<file path="config.mk">
export PLATFORM = sky130hd
export DESIGN_NAME = imm_ext_arbiter
export DESIGN_NICKNAME = d
export VERILOG_FILES = /design/src/rtl/imm_ext_arbiter.sv
export SDC_FILE = /design/constraint.sdc
export NUM_CORES = 1
export LEC_CHECK = 0
export CAP_MARGIN = 20
export CORE_UTILIZATION = 36
export DETAILED_ROUTE_END_ITERATION = 8
export GPL_ROUTABILITY_DRIVEN = 0
export PLACE_DENSITY_LB_ADDON = 0.25
export SYNTH_ARGS = -nofsm -noshare
export SYNTH_HDL_FRONTEND = slang
export SYNTH_SLANG_ARGS = --single-unit
</file>
<file path="constraint.sdc">
create_clock -name clk -period 2.3 [get_ports clk]
set_clock_uncertainty 0.15 [all_clocks]
set_input_delay 0.69 -clock clk [delete_from_list [all_inputs] [get_ports clk]]
set_output_delay 0.69 -clock clk [all_outputs]
set_load 0.01 [all_outputs]
</file>
<file path="src/rtl/imm_ext_arbiter.sv">
// Shared immediate sign-extension stage for the SPU even- and odd-pipe decoders.
// A round-robin arbiter accepts one request per cycle. The chosen field is extended
// to DATA_W bits, or extended to 32 bits and splatted, and the result is held in an
// output register behind a valid/ready handshake.
module imm_ext_arbiter #(
  parameter int unsigned DATA_W = 128,
  parameter int unsigned CNT_W  = 16
) (
  input  logic              clk,
  input  logic              reset,
  input  logic [1:0]        req_valid,
  output logic [1:0]        req_ready,
  input  logic [17:0]       req_imm0,
  input  logic [17:0]       req_imm1,
  input  logic [1:0]        req_fmt0,
  input  logic [1:0]        req_fmt1,
  input  logic              req_splat0,
  input  logic              req_splat1,
  output logic              out_valid,
  input  logic              out_ready,
  output logic [DATA_W-1:0] out_data,
  output logic              out_tag,
  output logic [CNT_W-1:0]  grant_cnt0,
  output logic [CNT_W-1:0]  grant_cnt1
);

  typedef enum logic {StEmpty, StFull} state_e;

  state_e              state_q, state_d;
  logic                rr_ptr_q;
  logic [DATA_W-1:0]   out_data_q;
  logic                out_tag_q;
  logic [CNT_W-1:0]    cnt0_q, cnt1_q;

  logic                can_load;
  logic                grant;
  logic                win;
  logic [DATA_W-1:0]   win_data;

  // Sign-extend the selected field width; bits above it never reach the result.
  function automatic logic [DATA_W-1:0] extend(input logic [17:0] imm, input logic [1:0] fmt,
                                               input logic splat);
    logic [31:0]       word;
    logic [DATA_W-1:0] wide;
    case (fmt)
      2'b00: begin
        word = {{25{imm[6]}}, imm[6:0]};
        wide = {{(DATA_W-7){imm[6]}}, imm[6:0]};
      end
      2'b01: begin
        word = {{22{imm[9]}}, imm[9:0]};
        wide = {{(DATA_W-10){imm[9]}}, imm[9:0]};
      end
      2'b10: begin
        word = {{16{imm[15]}}, imm[15:0]};
        wide = {{(DATA_W-16){imm[15]}}, imm[15:0]};
      end
      default: begin
        word = {{14{imm[17]}}, imm[17:0]};
        wide = {{(DATA_W-18){imm[17]}}, imm[17:0]};
      end
    endcase
    return splat ? {(DATA_W/32){word}} : wide;
  endfunction

  // A new result may enter when the register is empty or is being drained this cycle.
  assign can_load = (state_q == StEmpty) || (out_valid && out_ready);

  // Round-robin arbitration; no grants while reset is asserted.
  always_comb begin
    grant = 1'b0;
    win   = 1'b0;
    if (reset && can_load) begin
      case (req_valid)
        2'b01:   begin grant = 1'b1; win = 1'b0;     end
        2'b10:   begin grant = 1'b1; win = 1'b1;     end
        2'b11:   begin grant = 1'b1; win = rr_ptr_q; end
        default: begin grant = 1'b0; win = 1'b0;     end
      endcase
    end
    req_ready = grant ? (win ? 2'b10 : 2'b01) : 2'b00;
    win_data  = win ? extend(req_imm1, req_fmt1, req_splat1)
                    : extend(req_imm0, req_fmt0, req_splat0);
  end

  // State register.
  always_ff @(posedge clk or negedge reset) begin
    if (!reset) state_q <= StEmpty;
    else        state_q <= state_d;
  end

  // Next state: a grant always fills; a drain without a grant empties.
  always_comb begin
    state_d = state_q;
    if (grant)                                    state_d = StFull;
    else if (state_q == StFull && out_ready)      state_d = StEmpty;
  end

  // Outputs decoded from state and datapath registers.
  always_comb begin
    out_valid  = (state_q == StFull);
    out_data   = out_data_q;
    out_tag    = out_tag_q;
    grant_cnt0 = cnt0_q;
    grant_cnt1 = cnt1_q;
  end

  // Result register, round-robin pointer and saturating grant counters.
  always_ff @(posedge clk or negedge reset) begin
    if (!reset) begin
      out_data_q <= '0;
      out_tag_q  <= 1'b0;
      rr_ptr_q   <= 1'b0;
      cnt0_q     <= '0;
      cnt1_q     <= '0;
    end else if (grant) begin
      out_data_q <= win_data;
      out_tag_q  <= win;
      rr_ptr_q   <= ~win;
      if (win) begin
        if (cnt1_q != '1) cnt1_q <= cnt1_q + CNT_W'(1);
      end else begin
        if (cnt0_q != '1) cnt0_q <= cnt0_q + CNT_W'(1);
      end
    end
  end

endmodule

</file>
==> impl_results.md, run 1 <==
* Mux cell area share after synthesis at 0.916%
* Nets at 625
* Placed cell count at 702
* Worst Path Buf+Inv at 3
* Met2 Routed Length at 5820 µm
* Syn nets at 464
* CTS sink count at 70
* Crit-path max FO at 2
* Final setup margin at 49.0 ps
* Crit-path cells: clkdlybuf4s15_1 > a21boi_2 > nand3_4 > inv_2 > buf_6
* Number of DRC markers in iteration 0 at 182
* Most used DFF post-synth: dfrtp_1
* Syn avg cell area at 9.88 µm²
* Number of flops mapped to enable cells by yosys at 0
* Register bit count reported by yosys at 70
* Cell Count, Final, Fillers Out at 720
* Main combinational cell family by area after synthesis: buffers and inverters
* Delay-heaviest family, CP: buffers and inverters
* Crit path required time at 1460 ps
* Async S/R FF share, synth at 100%
* Met3 WL post-DR at 895 µm
* Largest net degree at the start of global routing at 56
* Total CTS buffers at 9
* CP arrival at 1410 ps
* Remaining Overflow, GRT at 0
* Initial Utilization at 37.3%
* Adder-cell share of the synthesized area at 0.611%
* # port buffers at 210
* Clock Tree Buf Depth at 2
* CTS tree: done
* Share of the synthesized area in the top cell type at 42.7%
* Rows at 38
* Hold WC Path Type: input pin to asynchronous set/reset pin
* DIE WIDTH at 109 µm
* Crit start category: input pin
* Post-Place Worst Slack at -766 ps
* Yosys top cell by area: dfrtp_1
* Power Dens Cells at 812 nW/µm²
* Post-synthesis instance area at 4100 µm²
* Final Hold Fails at 0
* Top cells by area, synth: dfrtp_1 (43%), buf_4 (17%), xnor2_1 (4.5%), nand2_1 (3.5%), nand3_1 (2.7%)
* DRC errors left at 0
* First-pass GRT wire length at 17,500 µm
* Top layer in use: met4
* Tot GR Track Use at 19.2%
* DR WL/cell at 15.8 µm
* Hpwl dp at 8740 µm
* Syn Inst Count at 415
* Maxcap violations at 0
* XOR/XNOR Fraction of Synth Area at 6.20%
* Reg-to-Reg Start: grant_cnt0[0]$_DFFE_PN0P_
* Vert. Die Dim at 109 µm
* CP startpoint: req_valid[1]
* Final WL at 11,400 µm
* Vias in the first global route at 3,507
* Top cells by count, synth: buf_4 (93), dfrtp_1 (70), nand2_1 (38), nand3_1 (22), xnor2_1 (21)
* Register area share after synthesis at 42.7%
* Worst-Skew Late Latency at 320 ps
* Worst Max-Slew Pin Slew at 708 ps
* Drt pass-1 iters at 5
* Slew Viols, Final at 0
* Core area at 11,000 µm²
* # H-tree levels at 3
* Reg clk slew, reported paths at 60 ps
* Antenna diode count at 0
* Compound-Gate Fraction of Synth Area at 11.4%
* Worst setup EP type: output pin
* Ys Warns at 0
* Vias per Instance at 4.99
* Via count at 3,590
* Initial antenna violation count at 0
* Leak pwr at 3.19 nW
* Cell with the most instances after synthesis: buf_4
* Layout cells sized above 1 at 15.9%
* Root Buffer: clkbuf_16
* Final core occ at 58.0%
* Die area at 11,800 µm²
* Final ANT Viol Nets at 0
* Routed met1 length at 4510 µm
* Status: finished clean
* Final setup fails at 0
* Max stage delay on crit path at 220 ps
* Synth unique cells at 45
* P&R area growth vs syn at 55.4%
* Synth Area in Simple Gates at 17.9%
* Fmax achieved at 444 MHz
* Critical path type: input pin to output pin
* Final min period at 2250 ps
* # IOs at 211
* Critical path's slowest cell: clkdlybuf4s15_1
* IR drop worst, VDD at 428 µV
* Final cycle utilization of the critical path at 97.9%
* Rel. slew slack at 52.8%
worst paths after layout:
check | to | slack [ps] | cells past startpoint
worst max-delay path | req_ready[0] | 50 | 5
worst min-delay path | out_data[12]$_DFFE_PN0P_ | 230 | 2
worst max register to register | grant_cnt0[2]$_DFFE_PN0P_ | 330 | 8
worst min register to register | out_data[16]$_DFFE_PN0P_ | 310 | 2
max in group asynchronous | out_data[126]$_DFFE_PN0P_ | 750 | 3
min in group clk | out_data[16]$_DFFE_PN0P_ | 310 | 2
layout by cell type (no fill, tap or decap), types with 3 or more instances in the layout:
cell	Yosys	routed
dlygate4sd2_1	0	22
clkdlybuf4s50_1	0	148
xor2_1	8	8
a222oi_1	10	10
o2111ai_1	6	6
and2_1	4	4
o21ai_0	8	8
nand2_2	3	3
and3_1	7	7
buf_6	1	3
clkbuf_16	0	9
nor3_1	3	3
nand3_1	22	21
a221o_1	8	8
xnor2_1	21	21
nor2_1	12	12
dlymetal6s2s_1	0	35
buf_4	93	47
inv_1	9	8
nand2_1	38	38
dfrtp_1	70	69
a21oi_1	4	4
nor2b_1	7	7
a31oi_1	3	3
nand2b_1	10	8
buf_12	1	3
nand4_1	14	14
nand3_2	7	7
a22oi_1	10	10
layer usage:
| layer | track usage (%) | vias up |
|---|---|---|
| met5 | 0 | - |
| met2 | 34.4 | 166 |
| met1 | 22.7 | 1732 |
| li1 | - | 1682 |
| met3 | 4.78 | 10 |
| met4 | 4.83 | 0 |
cell families after synthesis:
group / Yosys count
and+or+nand+nor: 135
buffers and inverters: 120
DFF: 70
AOI/OAI and AO/OA: 56
xor gates and xnor gates: 29
muxes: 3
adders and majority gates: 2
cell type report:
cell class / count / area (µm²)
Clock inverter: 5 / 35.0
Clock buffer: 10 / 239
Timing Repair Buffer: 260 / 2570
Fill cell: 963 / 4610
Multi-Input combinational cell: 225 / 1560
Tap cell: 140 / 175
Sequential cell: 70 / 1750
Inverter: 10 / 40.0
where the power goes:
part	switching, W	total [W]	leakage (nW)	internal [W]
Clock	0.000518	0.00127	0.135	0.000755
Combinational	0.000887	0.00218	2.16	0.00129
Sequential	0.000256	0.00172	0.894	0.00147
Total	0.00166	0.00517	3.19	0.00351
repair_timing:
action	in CTS	in global routing
hold buffers	0	0
setup buffers	2	1
setup endpoints to repair	73	48
resized for setup	44	38
cloned	0	0
hold endpoints to repair	0	0
pin swaps	2	2
per-stage QoR:
| stage | total power [W] | hold WS [ps] | area [µm²] | TNS, ps |
|---|---|---|---|---|
| finish | 0.00517 | 232 | 6370 | 0 |
| global route | 0.00547 | 242 | 6370 | -27.2 |
| CTS | 0.00527 | 227 | 6280 | -6.80 |
| detailed placement | 0.00402 | 306 | 5970 | -21590 |
| global placement | 0.00398 | 310 | 5970 | -19300 |
| floorplan | 0.00299 | 244 | 4100 | 0 |
registers in the layout, summed over array words and instances (netlist names):
register	count
out_data	35
grant_cnt0	16
grant_cnt1	16
out_tag	1
out_valid	1
rr_ptr_q	1
(Power assumes the default switching activity.)
==> run 2: changes to the inputs <==
- CELL_PAD_IN_SITES_DETAIL_PLACEMENT: unset -> 1
- CELL_PAD_IN_SITES_GLOBAL_PLACEMENT: unset -> 1
- CORE_UTILIZATION: 36 -> 26
- TNS_END_PERCENT: unset -> 5
==> impl_results.md, run 2 (same netlist as run 1, synthesis figures left out) <==
* Fmax achieved at 443 MHz
* Sw frac at 32.5%
* Antenna diode count at 0
* Met3 GRT Util at 5.11%
* Root Buffer: clkbuf_16
* Reg clk slew, reported paths at 60 ps
* Final core occ at 41.8%
* Core area at 15,300 µm²
* Initial Utilization at 26.8%
* First-pass GRT wire length at 20,600 µm
* DIE WIDTH at 128 µm
* R2R depth at 9
* Power Dens Cells at 815 nW/µm²
* # H-tree levels at 3
* # port buffers at 210
* Vert. Die Dim at 128 µm
* CTS sink count at 70
* Reg-to-Reg Start: rr_ptr_q$_DFFE_PN0P_
* Final setup fails at 0
* Worst-Skew Late Latency at 330 ps
* Status: finished clean
* Leak pwr at 2.92 nW
* Met2 GRT Util at 27.8%
* Comb power frac at 40.6%
* Nets at 630
* P&R area growth vs syn at 56.1%
* Fillers at 1,721
* Drt pass-1 iters at 4
* Largest net degree at the start of global routing at 61
* Crit-path max FO at 2
* Total CTS buffers at 9
* CP startpoint: req_valid[1]
* Final min period at 2260 ps
* Worst setup EP type: output pin
* Total power at 0.00521 W
* Most Crowded Layer GR: met2
* Final setup margin at 44.1 ps
* Hpwl dp at 10,100 µm
* CTS tree: done
* RSZ-0062 raised after global routing: true
* Vias in the first global route at 3,806
* Crit path required time at 1460 ps
* Remaining Overflow, GRT at 0
* # hold bufs at CTS at 0
* R2R Path End: out_data[109]$_DFFE_PN0P_
* # IOs at 211
* Final Hold Fails at 0
* Number of DRC markers in iteration 0 at 115
* Final ANT Viol Nets at 0
* Commonest non-fill, non-tap cell in the layout: clkdlybuf4s50_1
* Max reg flops at 35
* Slew Viols, Final at 0
* Layout cells sized above 1 at 16.2%
* Tot GR Track Use at 16.4%
* Met1 Use GR at 19.7%
* Flop2flop setup slack at 250 ps
* Clock Tree Buf Depth at 2
* Vias per Instance at 4.55
* Post-Place Worst Slack at -790 ps
* Crit start category: input pin
* Clock power frac at 26.0%
* Final cycle utilization of the critical path at 98.1%
* CP arrival at 1420 ps
* Rel. slew slack at 69.4%
* Rows at 45
* Final WL at 13,000 µm
* DRC errors left at 0
* Internal at 0.00352 W
* Via count at 3,630
* Die area at 16,300 µm²
* Sequential share of power at 33.3%
* Commonest cells after routing, fill and taps aside: clkdlybuf4s50_1 (142), dfrtp_1 (69), dlygate4sd2_1 (63)
* Critical path type: input pin to output pin
* Sw Pwr at 0.00169 W
* IR drop worst, VDD at 467 µV
* Maxcap violations at 0
* Initial antenna violation count at 0
* Hold WC Path Type: input pin to asynchronous set/reset pin
* Setup crit end: req_ready[0]
* Worst Max-Slew Pin Slew at 456 ps
* DR WL/cell at 16.3 µm
[run 2: per-layer routing]
layer | vias to the layer above | share of wire [%]
met4 | 0 | 1.8
met3 | 18 | 8.9
met5 | - | 0
li1 | 1694 | -
met2 | 161 | 48
met1 | 1757 | 41
[run 2: metrics by stage]
stage,std cells,TNS [ps],instance area [µm²],hold slack (ps)
after floorplan,415,-34.7,4100,244
after global placement,776,-21310,6100,310
after detailed placement,776,-22840,6100,332
after CTS,795,0,6380,116
after global routing,797,-12.4,6400,126
final,797,0,6400,131
[run 2: worst max-delay path: stages]
cell           delay [ps]
dlygate4sd2_1         270
a21boi_4              170
nand3_4               100
inv_4                  80
buf_6                 100
[run 2: worst min-delay path by stage]
stage | endpoint | startpoint | depth (start not counted)
after floorplan | grant_cnt0[0]$_DFFE_PN0P_ | reset | 0
final | rr_ptr_q$_DFFE_PN0P_ | reset | 2
after detailed placement | out_data[16]$_DFFE_PN0P_ | out_data[16]$_DFFE_PN0P_ | 2
after CTS | rr_ptr_q$_DFFE_PN0P_ | reset | 2
after global placement | out_data[16]$_DFFE_PN0P_ | out_data[16]$_DFFE_PN0P_ | 2
after global routing | rr_ptr_q$_DFFE_PN0P_ | reset | 2
[run 2: final cells by class]
type	count	area, µm²	share of cell area, %
inverters	10	42.5	0.665
clock inverters	4	47.5	0.743
well taps	211	264	4.13
repair buffers	265	2490	38.9
clock buffers	12	236	3.70
multi-input cells	225	1560	24.4
flip-flops and latches	70	1750	27.4
[run 2: timing repair]
action	CTS	global route
cloned	0	0
endpoints found under the hold margin	0	0
setup endpoints to repair	84	15
pin swaps	2	2
resized for setup	86	3
buffers inserted	3	2
[run 2: power by group through the flow]
stage	clock, W	combinational, W	sequential (W)
3_3_place_gp	0	0.00227	0.00175
6_report	0.00136	0.00212	0.00174
5_1_grt	0.00145	0.00228	0.00179
2_1_floorplan	0	0.00115	0.00184
3_5_place_dp	0	0.00230	0.00176
4_1_cts	0.00140	0.00215	0.00175
==> run 3: changes to the inputs <==
- CORE_UTILIZATION: 26 -> 25
- CTS_CLUSTER_SIZE: unset -> 12
==> impl_results.md, run 3 (same netlist as run 1, synthesis figures left out) <==
* Final ANT Viol Nets at 0
* Core area at 15,900 µm²
* Hold WC Path Type: input pin to asynchronous set/reset pin
* Rows at 46
* Max reg flops at 35
* Commonest non-fill, non-tap cell in the layout: clkdlybuf4s50_1
* Maxcap violations at 0
* DR WL/cell at 17.3 µm
* Slew Viols, Final at 0
* Rel. slew slack at 48.0%
* Final setup margin at 44.1 ps
* Post-Place Worst Slack at -741 ps
* # hold bufs at CTS at 0
* Clock Tree Buf Depth at 2
* Total power at 0.00546 W
* Status: finished clean
* Crit path required time at 1460 ps
* Die area at 16,900 µm²
* Placed cell count at 775
* Leak pwr at 2.89 nW
* Vert. Die Dim at 130 µm
* Final WL at 13,800 µm
* Final min period at 2260 ps
* Total CTS buffers at 9
* Hpwl dp at 10,600 µm
* Root Buffer: clkbuf_16
* Cell Count, Final, Fillers Out at 793
* Layout cells sized above 1 at 15.6%
* Final setup fails at 0
* Critical path type: input pin to output pin
* Remaining Overflow, GRT at 0
* Nets at 621
* Fmax achieved at 443 MHz
* IR drop worst, VDD at 415 µV
* Via count at 3,664
* Vias per Instance at 4.62
* Power Dens Cells at 859 nW/µm²
* First-pass GRT wire length at 20,800 µm
* Initial antenna violation count at 2
* Final core occ at 39.9%
* CTS sink count at 70
* CTS tree: done
* Commonest cells after routing, fill and taps aside: clkdlybuf4s50_1 (142), dfrtp_1 (68), dlygate4sd2_1 (63)
* Worst-Skew Late Latency at 340 ps
* Crit-path cells: dlygate4sd2_1 > a21boi_2 > nand3_2 > inv_2 > buf_6
* # H-tree levels at 3
* Final Hold Fails at 0
* CP arrival at 1420 ps
* Drt pass-1 iters at 5
* Largest net degree at the start of global routing at 59
* Max stage delay on crit path at 220 ps
* # IOs at 211
* Vias in the first global route at 3,713
* P&R area growth vs syn at 55.3%
* # port buffers at 210
* DIE WIDTH at 130 µm
* Crit start category: input pin
* Number of DRC markers in iteration 0 at 149
* Reg clk slew, reported paths at 60 ps
* Worst setup EP type: output pin
* Antenna diode count at 0
* Worst Max-Slew Pin Slew at 780 ps
* Placed cell area at 6050 µm²
* Design Area, Final at 6360 µm²
* RSZ-0062 raised after global routing: true
* Crit-path max FO at 2
* Initial Utilization at 25.7%
* DRC errors left at 0
* Critical path's slowest cell: dlygate4sd2_1
* Final cycle utilization of the critical path at 98.1%
* Tot GR Track Use at 16.5%
run 3: worst max-delay path: cells and delay by family:
kind                   cells  cell delay, ps
AO/OA/AOI/OAI              1             200
AND/OR/NAND/NOR            1             100
buffers and inverters      3             420
run 3: stage by stage:
stage / hold WS [ps] / setup TNS (ps)
after detailed placement: 329 / -22260
final: 197 / 0
after global routing: 202 / -22.7
after floorplan: 244 / -34.7
after CTS: 184 / 0
after global placement: 319 / -20460
run 3: final timing paths:
kind                                           start                   endpoint  slack [ps]  cells after the start
min in group clk             out_data[6]$_DFFE_PN0P_    out_data[6]$_DFFE_PN0P_         350                      2
max in group asynchronous                      reset  out_data[126]$_DFFE_PN0P_         890                      3
setup / recovery                        req_valid[0]               req_ready[0]          40                      5
hold reg to reg              out_data[6]$_DFFE_PN0P_    out_data[6]$_DFFE_PN0P_         350                      2
setup reg to reg           grant_cnt0[0]$_DFFE_PN0P_  grant_cnt0[2]$_DFFE_PN0P_         310                      8
hold / removal                                 reset       rr_ptr_q$_DFFE_PN0P_         200                      2
run 3: layout make-up:
cell class              count  area [µm²]
well taps                 216         270
multi-input cells         225        1550
clock inverters             6         110
inverters                  10        37.5
fillers                  1825        9580
repair buffers            256        2410
flip-flops and latches     70        1750
clock buffers              10         229
run 3: report_power, final:
group | total (W) | internal (W) | switching (W)
Sequential | 0.00174 | 0.00147 | 0.000272
Combinational | 0.00212 | 0.00121 | 0.000912
Clock | 0.00161 | 0.00106 | 0.000549
run 3: metal layers:
metal | share of wire [%] | routed length (µm) | GRT usage [%]
met5 | 0.20 | 27 | 0
met4 | 2.5 | 350 | 7.46
met2 | 48 | 6640 | 27.8
met1 | 41 | 5660 | 19.6
met3 | 7.8 | 1080 | 4.51
run 3: repair_timing:
action | in CTS | in global routing
pin swaps | 3 | 1
buffers inserted | 1 | 1
gates resized for setup | 83 | 6
setup endpoints to repair | 81 | 19
cloned | 0 | 0
